**config.mk**
```make
export PLATFORM = sky130hd
export DESIGN_NAME = uart_prog_loader
export DESIGN_NICKNAME = d
export VERILOG_FILES = /design/src/rtl/uart_pkg.sv /design/src/rtl/uart_rx_core.sv /design/src/rtl/uart_prog_loader.sv
export SDC_FILE = /design/constraint.sdc
export NUM_CORES = 2
export LEC_CHECK = 0
export CAP_MARGIN = 20
export CORE_MARGIN = 5
export CORE_UTILIZATION = 50
export CTS_CLUSTER_SIZE = 8
export DETAILED_ROUTE_END_ITERATION = 6
export PLACE_DENSITY = 0.69
export SLEW_MARGIN = 40
export SYNTH_ARGS = -nofsm -noshare
export SYNTH_HDL_FRONTEND = slang
export SYNTH_SLANG_ARGS = --single-unit
```
**constraint.sdc**
```tcl
create_clock -name clk -period 3.4 [get_ports clk]
set_input_delay 0.68 -clock clk [delete_from_list [all_inputs] [get_ports clk]]
set_output_delay 0.68 -clock clk [all_outputs]
set_load 0.005 [all_outputs]
```
**src/rtl/uart_pkg.sv**
```systemverilog
// rtl/uart_pkg.sv - shared receiver state type and mid-bit helper
package uart_pkg;

    typedef enum logic [1:0] {
        IDLE  = 2'd0,
        START = 2'd1,
        DATA  = 2'd2,
        STOP  = 2'd3
    } rx_state_t;

    function automatic int half_bit(input int clks_per_bit);
        return clks_per_bit / 2;
    endfunction

endpackage

```
**src/rtl/uart_rx_core.sv**
```systemverilog
// rtl/uart_rx_core.sv - 8N1 receiver: rx synchroniser, frame FSM, mid-bit sampler
module uart_rx_core
    import uart_pkg::*;
#(
    parameter int CLKS_PER_BIT = 234
) (
    input  logic       clk,
    input  logic       reset_n,
    input  logic       rx,
    output logic [7:0] byte_data,
    output logic       byte_valid,
    output logic       frame_err_pulse,
    output logic       start_edge,
    output logic       idle
);

    localparam int HALF = half_bit(CLKS_PER_BIT);
    localparam int CW   = $clog2(CLKS_PER_BIT);
    localparam logic [CW-1:0] HALF_M1 = CW'(HALF - 1);
    localparam logic [CW-1:0] FULL_M1 = CW'(CLKS_PER_BIT - 1);

    rx_state_t     state;
    logic          rx_meta;
    logic          rx_sync;
    logic          rx_prev;
    logic [CW-1:0] clk_cnt;
    logic [2:0]    bit_cnt;
    logic [7:0]    shift;

    assign start_edge = (state == IDLE) && rx_prev && !rx_sync;
    assign idle       = (state == IDLE);
    assign byte_data  = shift;

    always_ff @(posedge clk or negedge reset_n) begin
        if (!reset_n) begin
            rx_meta         <= 1'b1;
            rx_sync         <= 1'b1;
            rx_prev         <= 1'b1;
            state           <= IDLE;
            clk_cnt         <= '0;
            bit_cnt         <= '0;
            shift           <= '0;
            byte_valid      <= 1'b0;
            frame_err_pulse <= 1'b0;
        end else begin
            rx_meta         <= rx;
            rx_sync         <= rx_meta;
            rx_prev         <= rx_sync;
            byte_valid      <= 1'b0;
            frame_err_pulse <= 1'b0;
            case (state)
                IDLE: begin
                    if (start_edge) begin
                        state   <= START;
                        clk_cnt <= '0;
                    end
                end
                START: begin
                    if (clk_cnt == HALF_M1) begin
                        clk_cnt <= '0;
                        bit_cnt <= '0;
                        // a start bit that is high again at mid-bit was only a glitch
                        state   <= rx_sync ? IDLE : DATA;
                    end else begin
                        clk_cnt <= clk_cnt + 1'b1;
                    end
                end
                DATA: begin
                    if (clk_cnt == FULL_M1) begin
                        clk_cnt <= '0;
                        shift   <= {rx_sync, shift[7:1]};
                        bit_cnt <= bit_cnt + 1'b1;
                        if (bit_cnt == 3'd7) state <= STOP;
                    end else begin
                        clk_cnt <= clk_cnt + 1'b1;
                    end
                end
                STOP: begin
                    if (clk_cnt == FULL_M1) begin
                        clk_cnt <= '0;
                        state   <= IDLE;
                        if (rx_sync) byte_valid      <= 1'b1;
                        else         frame_err_pulse <= 1'b1;
                    end else begin
                        clk_cnt <= clk_cnt + 1'b1;
                    end
                end
                default: state <= IDLE;
            endcase
        end
    end

endmodule

```
**src/rtl/uart_prog_loader.sv**
```systemverilog
// rtl/uart_prog_loader.sv - UART program loader: word assembly, timeout, mode control, program RAM
module uart_prog_loader
    import uart_pkg::*;
#(
    parameter int CLKS_PER_BIT = 234,
    parameter int WORD_BYTES   = 2,
    parameter int ADDR_W       = 8,
    parameter int HOLD_CYCLES  = 13500000,
    parameter int TIMEOUT_BITS = 20
) (
    input  logic                    clk,
    input  logic                    reset_n,
    input  logic                    rx,
    input  logic                    button,
    input  logic [ADDR_W-1:0]       rd_addr,
    output logic [8*WORD_BYTES-1:0] rd_data,
    output logic                    mode,
    output logic [ADDR_W:0]         load_count,
    output logic                    frame_err,
    output logic                    overflow
);

    localparam int DW       = 8 * WORD_BYTES;
    localparam int DEPTH    = 1 << ADDR_W;
    localparam int BIW      = (WORD_BYTES > 1) ? $clog2(WORD_BYTES) : 1;
    localparam int TO_LIMIT = TIMEOUT_BITS * CLKS_PER_BIT;
    localparam int TW       = $clog2(TO_LIMIT + 1);
    localparam int HW       = $clog2(HOLD_CYCLES + 1);
    localparam logic [BIW-1:0]  LAST_LANE = BIW'(WORD_BYTES - 1);
    localparam logic [ADDR_W:0] FULL      = (ADDR_W + 1)'(DEPTH);
    localparam logic [TW-1:0]   TO_HIT    = TW'(TO_LIMIT - 1);
    localparam logic [HW-1:0]   HOLD_MAX  = HW'(HOLD_CYCLES);
    localparam logic [HW-1:0]   HOLD_HIT  = HW'(HOLD_CYCLES - 1);

    logic           rst_meta;
    logic           rst_n_sync;
    logic           btn_meta;
    logic           btn_sync;
    logic [7:0]     byte_data;
    logic           byte_valid;
    logic           frame_err_pulse;
    logic           start_edge;
    logic           rx_idle;
    logic [BIW-1:0] byte_idx;
    logic [DW-1:0]  word_buf;
    logic [DW-1:0]  word_next;
    logic [TW-1:0]  to_cnt;
    logic [HW-1:0]  hold_cnt;
    logic           word_done;
    logic           toggle;
    logic           timeout_hit;
    logic           we;
    logic [DW-1:0]  mem [DEPTH];

    // reset asserts immediately but releases on a clock edge
    always_ff @(posedge clk or negedge reset_n) begin
        if (!reset_n) {rst_n_sync, rst_meta} <= 2'b00;
        else          {rst_n_sync, rst_meta} <= {rst_meta, 1'b1};
    end

    uart_rx_core #(.CLKS_PER_BIT(CLKS_PER_BIT)) u_rx (
        .clk             (clk),
        .reset_n         (rst_n_sync),
        .rx              (rx),
        .byte_data       (byte_data),
        .byte_valid      (byte_valid),
        .frame_err_pulse (frame_err_pulse),
        .start_edge      (start_edge),
        .idle            (rx_idle)
    );

    always_comb begin
        word_next = word_buf;
        word_next[{byte_idx, 3'b000} +: 8] = byte_data;
    end

    assign word_done   = byte_valid && (byte_idx == LAST_LANE);
    assign toggle      = !btn_sync && (hold_cnt == HOLD_HIT);
    assign timeout_hit = (to_cnt == TO_HIT);
    assign we          = !toggle && word_done && !mode && (load_count != FULL);

    always_ff @(posedge clk or negedge rst_n_sync) begin
        if (!rst_n_sync) begin
            btn_meta   <= 1'b1;
            btn_sync   <= 1'b1;
            hold_cnt   <= '0;
            to_cnt     <= '0;
            mode       <= 1'b0;
            byte_idx   <= '0;
            word_buf   <= '0;
            load_count <= '0;
            frame_err  <= 1'b0;
            overflow   <= 1'b0;
        end else begin
            btn_meta <= button;
            btn_sync <= btn_meta;

            // saturating at HOLD_CYCLES means one toggle per press
            if (btn_sync)                  hold_cnt <= '0;
            else if (hold_cnt != HOLD_MAX) hold_cnt <= hold_cnt + 1'b1;

            if (byte_idx != '0 && rx_idle && !start_edge && !timeout_hit)
                to_cnt <= to_cnt + 1'b1;
            else
                to_cnt <= '0;

            if (toggle) begin
                mode     <= !mode;
                byte_idx <= '0;
                if (mode) begin
                    load_count <= '0;
                    frame_err  <= 1'b0;
                    overflow   <= 1'b0;
                end
            end else if (frame_err_pulse) begin
                frame_err <= 1'b1;
                byte_idx  <= '0;
            end else if (byte_valid) begin
                word_buf <= word_next;
                byte_idx <= word_done ? '0 : byte_idx + 1'b1;
                if (word_done && !mode) begin
                    if (load_count == FULL) overflow   <= 1'b1;
                    else                    load_count <= load_count + 1'b1;
                end
            end else if (timeout_hit) begin
                byte_idx <= '0;
            end
        end
    end

    always_ff @(posedge clk) begin
        if (we) mem[load_count[ADDR_W-1:0]] <= word_next;
    end

    always_ff @(posedge clk or negedge rst_n_sync) begin
        if (!rst_n_sync) rd_data <= '0;
        else             rd_data <= mem[rd_addr];
    end

endmodule

```
* Word level (Yosys, flattened, before mapping)
Memory sizes are Yosys's and may differ from the RTL's. A register that Yosys moved wholly into a read port is not among the register bits.
Cells that the tools add are included.
** Word-level totals
- Input bits :: 12
- Register bits :: 96
- Bits in writable memories :: 4096
- Word-level logic and storage cells :: 131
- Memories :: 1
- Output and inout bits :: 28
** Memory list
- mem :: words 256, width 16, rd ports 1, clocked after Yosys merged registers in 1, write ports 1, line uart_prog_loader.sv:53 : logic [DW-1:0] mem [DEPTH];
** Cells by class
- Equality and inequality tests :: 19
- Mux-type cells :: 45
- Add/sub/neg operators :: 7
- Shift-type cells :: 2
- Bitwise logic cells :: 2
- Reduce and logical (&&, ||, !) cells :: 34
** Operators by type and width (count)
- $mux 9 :: 6
- $mux 24 :: 2
- $add 24x1->24 const B :: 1
- $eq 24x24->1 const B :: 1
- $mux 8 :: 3
- $ne 24x24->1 const B :: 1
- $pmux 8 s3 :: 1
- $mux 1 :: 21
- $bwmux 16 :: 1
- $shift 8x6->16 const A :: 1
- $shiftx 8x6->16 :: 1
- $reduce_and 5->1 :: 3
- $add 13x1->13 const B :: 1
- $eq 13x13->1 const B :: 1
- $mux 13 :: 1
- $mux 2 :: 6
- $reduce_bool 2->1 :: 6
- $logic_and 1x1->1 :: 11
- $add 9x1->9 const B :: 1
- $eq 9x9->1 const B :: 1
- $ne 9x9->1 const B :: 1
- $add 8x1->8 const B :: 1
- $eq 8x7->1 const B :: 1
- $eq 8x8->1 const B :: 1
- other kinds (18) :: 35

* Longest topological paths before layout
- Word-level depth :: 8
- Depth in mapped cells :: 12
- Depth with buffers taken out :: 8

* Modules after synthesis
Synthesis repeated with hierarchy kept, for this count alone.
** Second synthesis, totals
- Cell total of the unflattened synthesis :: 7777
- Area, all modules :: 163449.3 µm²
** Modules (own cells, without submodules)
- uart_prog_loader :: cells an instance 7661, area an instance 162154.3 µm², times used 1, seq. area each 125152.5 µm²
- uart_rx_core :: cells an instance 116, area an instance 1295.0 µm², times used 1, seq. area each 654.4 µm²

* Worst setup path after synthesis
OpenSTA, ideal clock, no wires.
- Path kind :: register to register
- Start point :: register byte_idx
- End point :: memory mem[0][10] in the netlist's numbering, data pin
- Setup slack :: -0.047 ns
- Arrival :: 2.890 ns
- Clock period less this slack :: 3.447 ns
- Cell stages (with the launch flop) :: 4
- Path through :: dfrtp_1 clkbuf_1 buf_1 mux2_2
** Between the ends
- Word-level cells in the longest chain between the ends :: 3
** RTL lines
- start: declaration :: line uart_prog_loader.sv:44 : logic [BIW-1:0] byte_idx;
- start signal: assignment :: line uart_prog_loader.sv:120 : byte_idx <= word_done ? '0 : byte_idx + 1'b1;
- $neg 4->6 (*) :: line uart_prog_loader.sv:74 : word_next[{byte_idx, 3'b000} +: 8] = byte_data;
- $shiftx 8x6->16 or $shift 8x6->16 (tied branches) :: line uart_prog_loader.sv:74
- $bwmux 16 (*) :: line uart_prog_loader.sv:74
- via word_next[10] :: line uart_prog_loader.sv:46 : logic [DW-1:0] word_next;
- end: declaration :: line uart_prog_loader.sv:53
Mark *: on every way through the listed nets, which the timed path passes. The rest lies on a longest branch.

* Worst setup path after layout
- Start point :: register hold_cnt[0]
- End point :: memory mem[161][11] in the netlist's numbering (enable)
** Between the ends
- Word-level cells in the longest chain between the ends :: 8
** RTL lines
- start: declaration :: line uart_prog_loader.sv:48 : logic [HW-1:0] hold_cnt;
- start signal: assignment :: line uart_prog_loader.sv:100 : else if (hold_cnt != HOLD_MAX) hold_cnt <= hold_cnt + 1'b1;
- $eq 24x24->1 :: line uart_prog_loader.sv:78 : assign toggle = !btn_sync && (hold_cnt == HOLD_HIT);
- $logic_and 1x1->1 :: line uart_prog_loader.sv:78
- $logic_not 1->1 :: line uart_prog_loader.sv:80 : assign we = !toggle && word_done && !mode && (load_count != FULL);
- $logic_and 1x1->1 (3 in a row) :: line uart_prog_loader.sv:80
- $mux 1 :: line uart_prog_loader.sv:132 : if (we) mem[load_count[ADDR_W-1:0]] <= word_next;
- $mux 1 (not written as such) :: line uart_prog_loader.sv:132
No other way between the ends.

==> out/qor.csv <==
stage,metric,value,unit
status,result of the run,"complete, no violations",
clock_tree,H-tree depth,6,
setup_path,CP Data Arrival Time,3.95,ns
synth,area fraction of the dominant cell type after synthesis,75.3,%
die,core area,325000,um2
routing,DR vias,85300,
grt,met1 Usage GRT,34.5,%
clock_tree,CTS Sinks,4208,
sta,worst slew pin tran,0.952,ns
place,dpl cells,12600,
routing,drt wl/cell,31.9,um
hold_path,Worst Hold Class,primary input to flop,
synth,synthesized area,163000,um2
sta,final setup fails,0,
synth,Synth Warn #,0,
grt,Overflow after GRT,0,
setup_path,Worst setup EP type,flop,
sta,fmax,308,MHz
synth,number of synthesized flops with an enable pin,4096,
place,port buffer count,39,
sta,RSZ-0062 raised after global routing,no,
routing,Vias/cell,6.39,
place,RD Place Congestion,0.948,
place,DP HPWL,263000,um
routing,Residual DRC,0,
die,row cnt,209,
routing,DR iter-0 viols,11300,
setup_path,crit path kind,flop to flop,
sta,Final Hold Vio Count,0,
setup_path,crit start category,flop,
grt,Tot GR Track Use,24.9,%
setup_path,CP Data Required Time,4.10,ns
cells_and_area,share of cells above drive strength 1,28.9,%
power,maximum VDD drop,0.531,mV
clock_tree,clock slew at reported path FFs,0.05,ns
die,Ports,40,
sta,total negative slack,0,ns
routing,final WL,426000,um
flow_run,max cap viols,0,
synth,"Seq/Total Area, Yosys",77.1,%
grt,pin count of the biggest net entering global routing,130,
die,Die Wd,581,um
clock_tree,CTS max path bufs,4,
power,Total Power,112,mW
grt,vias in the first global route,86200,
clock_tree,CTS tree,yes,
sta,skew final,0.0420,ns
synth,"FF+latch count, synth",4208,
synth,Synth async-reset ratio,2.66,%
routing,Detailed Routing Iterations Pass 1,6,
clock_tree,"Clk Latency, worst-skew pair",1.02,ns
setup_path,crit path max fanout,14,
synth,top cell type by total area after synthesis,edfxtp_1,
synth,cell count after synthesis,7762,
synth,top post-synthesis cells by area,"edfxtp_1 (75%), mux4_2 (11%), mux2i_1 (3.4%)",
power,LEAKAGE,53.0,nW
grt,met2 Use GR,38.5,%
die,die height,581,um
sta,count of final max-slew check failures,0,
sta,min cycle time layout,3.25,ns
synth,mean post-synth cell area,21.0,um2
routing,ANT nets after route,0,
cells_and_area,P&R area growth vs syn,17.9,%
cells_and_area,fin nets,8918,
synth,Mapped Nets,7791,
sta,Max-slew headroom,36.5,%
synth,Cell variety after synth,65,
clock_tree,Root Driver,clkbuf_16,
sta,period utilisation layout,95.6,%
grt,first-pass GRT wire length,615000,um
grt,GR peak layer,met2,
clock_tree,Post-CTS Setup Inserts,0,
power,PD cells,584,nW/um2
grt,initial antenna violation count,14,
grt,met3 GRT Util,5.87,%
synth,Post-synth top flop,edfxtp_1,
die,Die ar.,338000,um2
clock_tree,total clock buffers created by CTS,597,
die,Initial Util,50.3,%
cells_and_area,"Cell Count, Final, Fillers Out",13300,
## through the flow
stage                     utilization, %  setup slack (ns)  area [um2]  hold WS [ns]
after detailed placement            54.2            -0.774      176000         0.273
after global routing                59.3           0.00302      192000        0.0483
final                               59.3             0.151      192000        0.0752
after floorplan                        -           -0.0474      163000         0.331
after global placement              54.1            -0.806      176000         0.345
after CTS                           59.2            0.0351      192000       0.00662
## state kept, by name (all words and copies together), names as in the netlist, 3 cells and up, named ones only
name and count:
word_buf 16, rd_data 16, u_rx.bit_cnt 3, u_rx.byte_data 8, load_count 9, hold_cnt 24
u_rx.clk_cnt 8, to_cnt 13, mem 4096
## critical path: stages, from the launching register on
cell     delay [ns]
dfrtp_1        0.40
ha_1           0.24
and4_1         0.21
nand2_1        0.13
nor4_4         0.07
buf_4          0.19
nor4b_1        0.27
buf_4          0.23
nand2_1        0.20
buf_4          0.34
nor2_2         0.30
buf_4          0.30
## cell usage after synthesis, types with 8 or more instances
library cell / instances
a211oi_1: 29
a21oi_1: 264
a221oi_1: 16
a22o_1: 32
a22oi_1: 30
and3_1: 16
buf_1: 24
buf_2: 81
buf_4: 37
buf_6: 56
buf_8: 16
clkbuf_1: 246
dfrtp_1: 107
edfxtp_1: 4096
ha_1: 17
inv_1: 22
mux2_2: 104
mux2i_1: 550
mux4_2: 814
nand2_1: 111
nand2b_1: 8
nand3_1: 37
nand4_1: 25
nor2_1: 315
nor3_1: 81
nor4_1: 20
o21ai_0: 29
o221ai_1: 272
o22ai_1: 143
o31ai_1: 19
o32a_1: 10
o32ai_1: 16
or3_1: 11
xnor2_1: 14
xor2_1: 19
## metal layers
| metal | up-vias | wire (um) |
|---|---|---|
| met5 | - | 18 |
| met1 | 44600 | 159000 |
| li1 | 34800 | - |
| met2 | 5044 | 199000 |
| met4 | 2 | 19800 |
| met3 | 857 | 47000 |
## kinds of logic after synthesis
group / synth area share, %
AO/OA/AOI/OAI: 3.76
XOR/XNOR: 0.177
adder cells (fa/ha/maj): 0.130
buffers and inverters: 1.67
flip-flops: 77.1
multiplexers: 15.3
other: 0.00230
AND/OR/NAND/NOR: 1.89
## area by class of cell
class                      count  area, um2
fill                       22400     132000
sequential                  4208     126000
multi-input combinational   3066      35200
clock buffer                 669      15400
timing repair buffer         991       9580
tap                         4325       5410
clock inverter                55        961
inverter                      25        108
antenna                        8       20.0
## power breakdown
part           leakage, nW  switching, mW  internal, mW
sequential            29.7          0.118          56.2
clock                 7.94           20.8          31.8
combinational         15.4           2.04          1.42
total                 53.0           23.0          89.4
## final timing paths
kind                                              start  slack [ns]                        to  cells past startpoint
worst max-delay path            hold_cnt[0]$_DFFE_PN0P_        0.15    mem[161][11]$_DFFE_PP_                     11
worst min-delay path                             button        0.08        btn_meta$_DFF_PN1_                      1
worst max register to register  hold_cnt[0]$_DFFE_PN0P_        0.15    mem[161][11]$_DFFE_PP_                     11
worst min register to register     rst_n_sync$_DFF_PN0_        0.26  hold_cnt[10]$_DFFE_PN0P_                      0
max in group asynchronous          rst_n_sync$_DFF_PN0_        2.32      rd_data[0]$_DFF_PN0_                      1
min in group asynchronous          rst_n_sync$_DFF_PN0_        0.26  hold_cnt[10]$_DFFE_PN0P_                      0
## repair_timing
item | in CTS | in global routing
hold buffers | 1 | 0
setup endpoints to repair | 126 | 95
pin swaps | 0 | 0
endpoints found under the hold margin | 2 | 0
gates resized for setup | 1 | 11
## layout by cell type (no fill, tap or decap), drive strengths merged, types with 27 or more instances in the layout
cell type	Yosys	routed
edfxtp	4096	4096
dfrtp	107	107
a21oi	264	264
buf	217	956
nor4	27	27
a22o	32	32
nand2	111	111
mux2	104	104
nor3	81	81
inv	23	51
a22oi	30	30
o221ai	272	272
o22ai	143	143
clkdlybuf4s50	0	34
o21ai	31	31
clkbuf	246	669
clkinv	2	27
mux2i	550	550
nand3	37	37
nor2	315	315
mux4	814	814
a211oi	29	29
No activity file was read; power rests on OpenSTA's default activity.
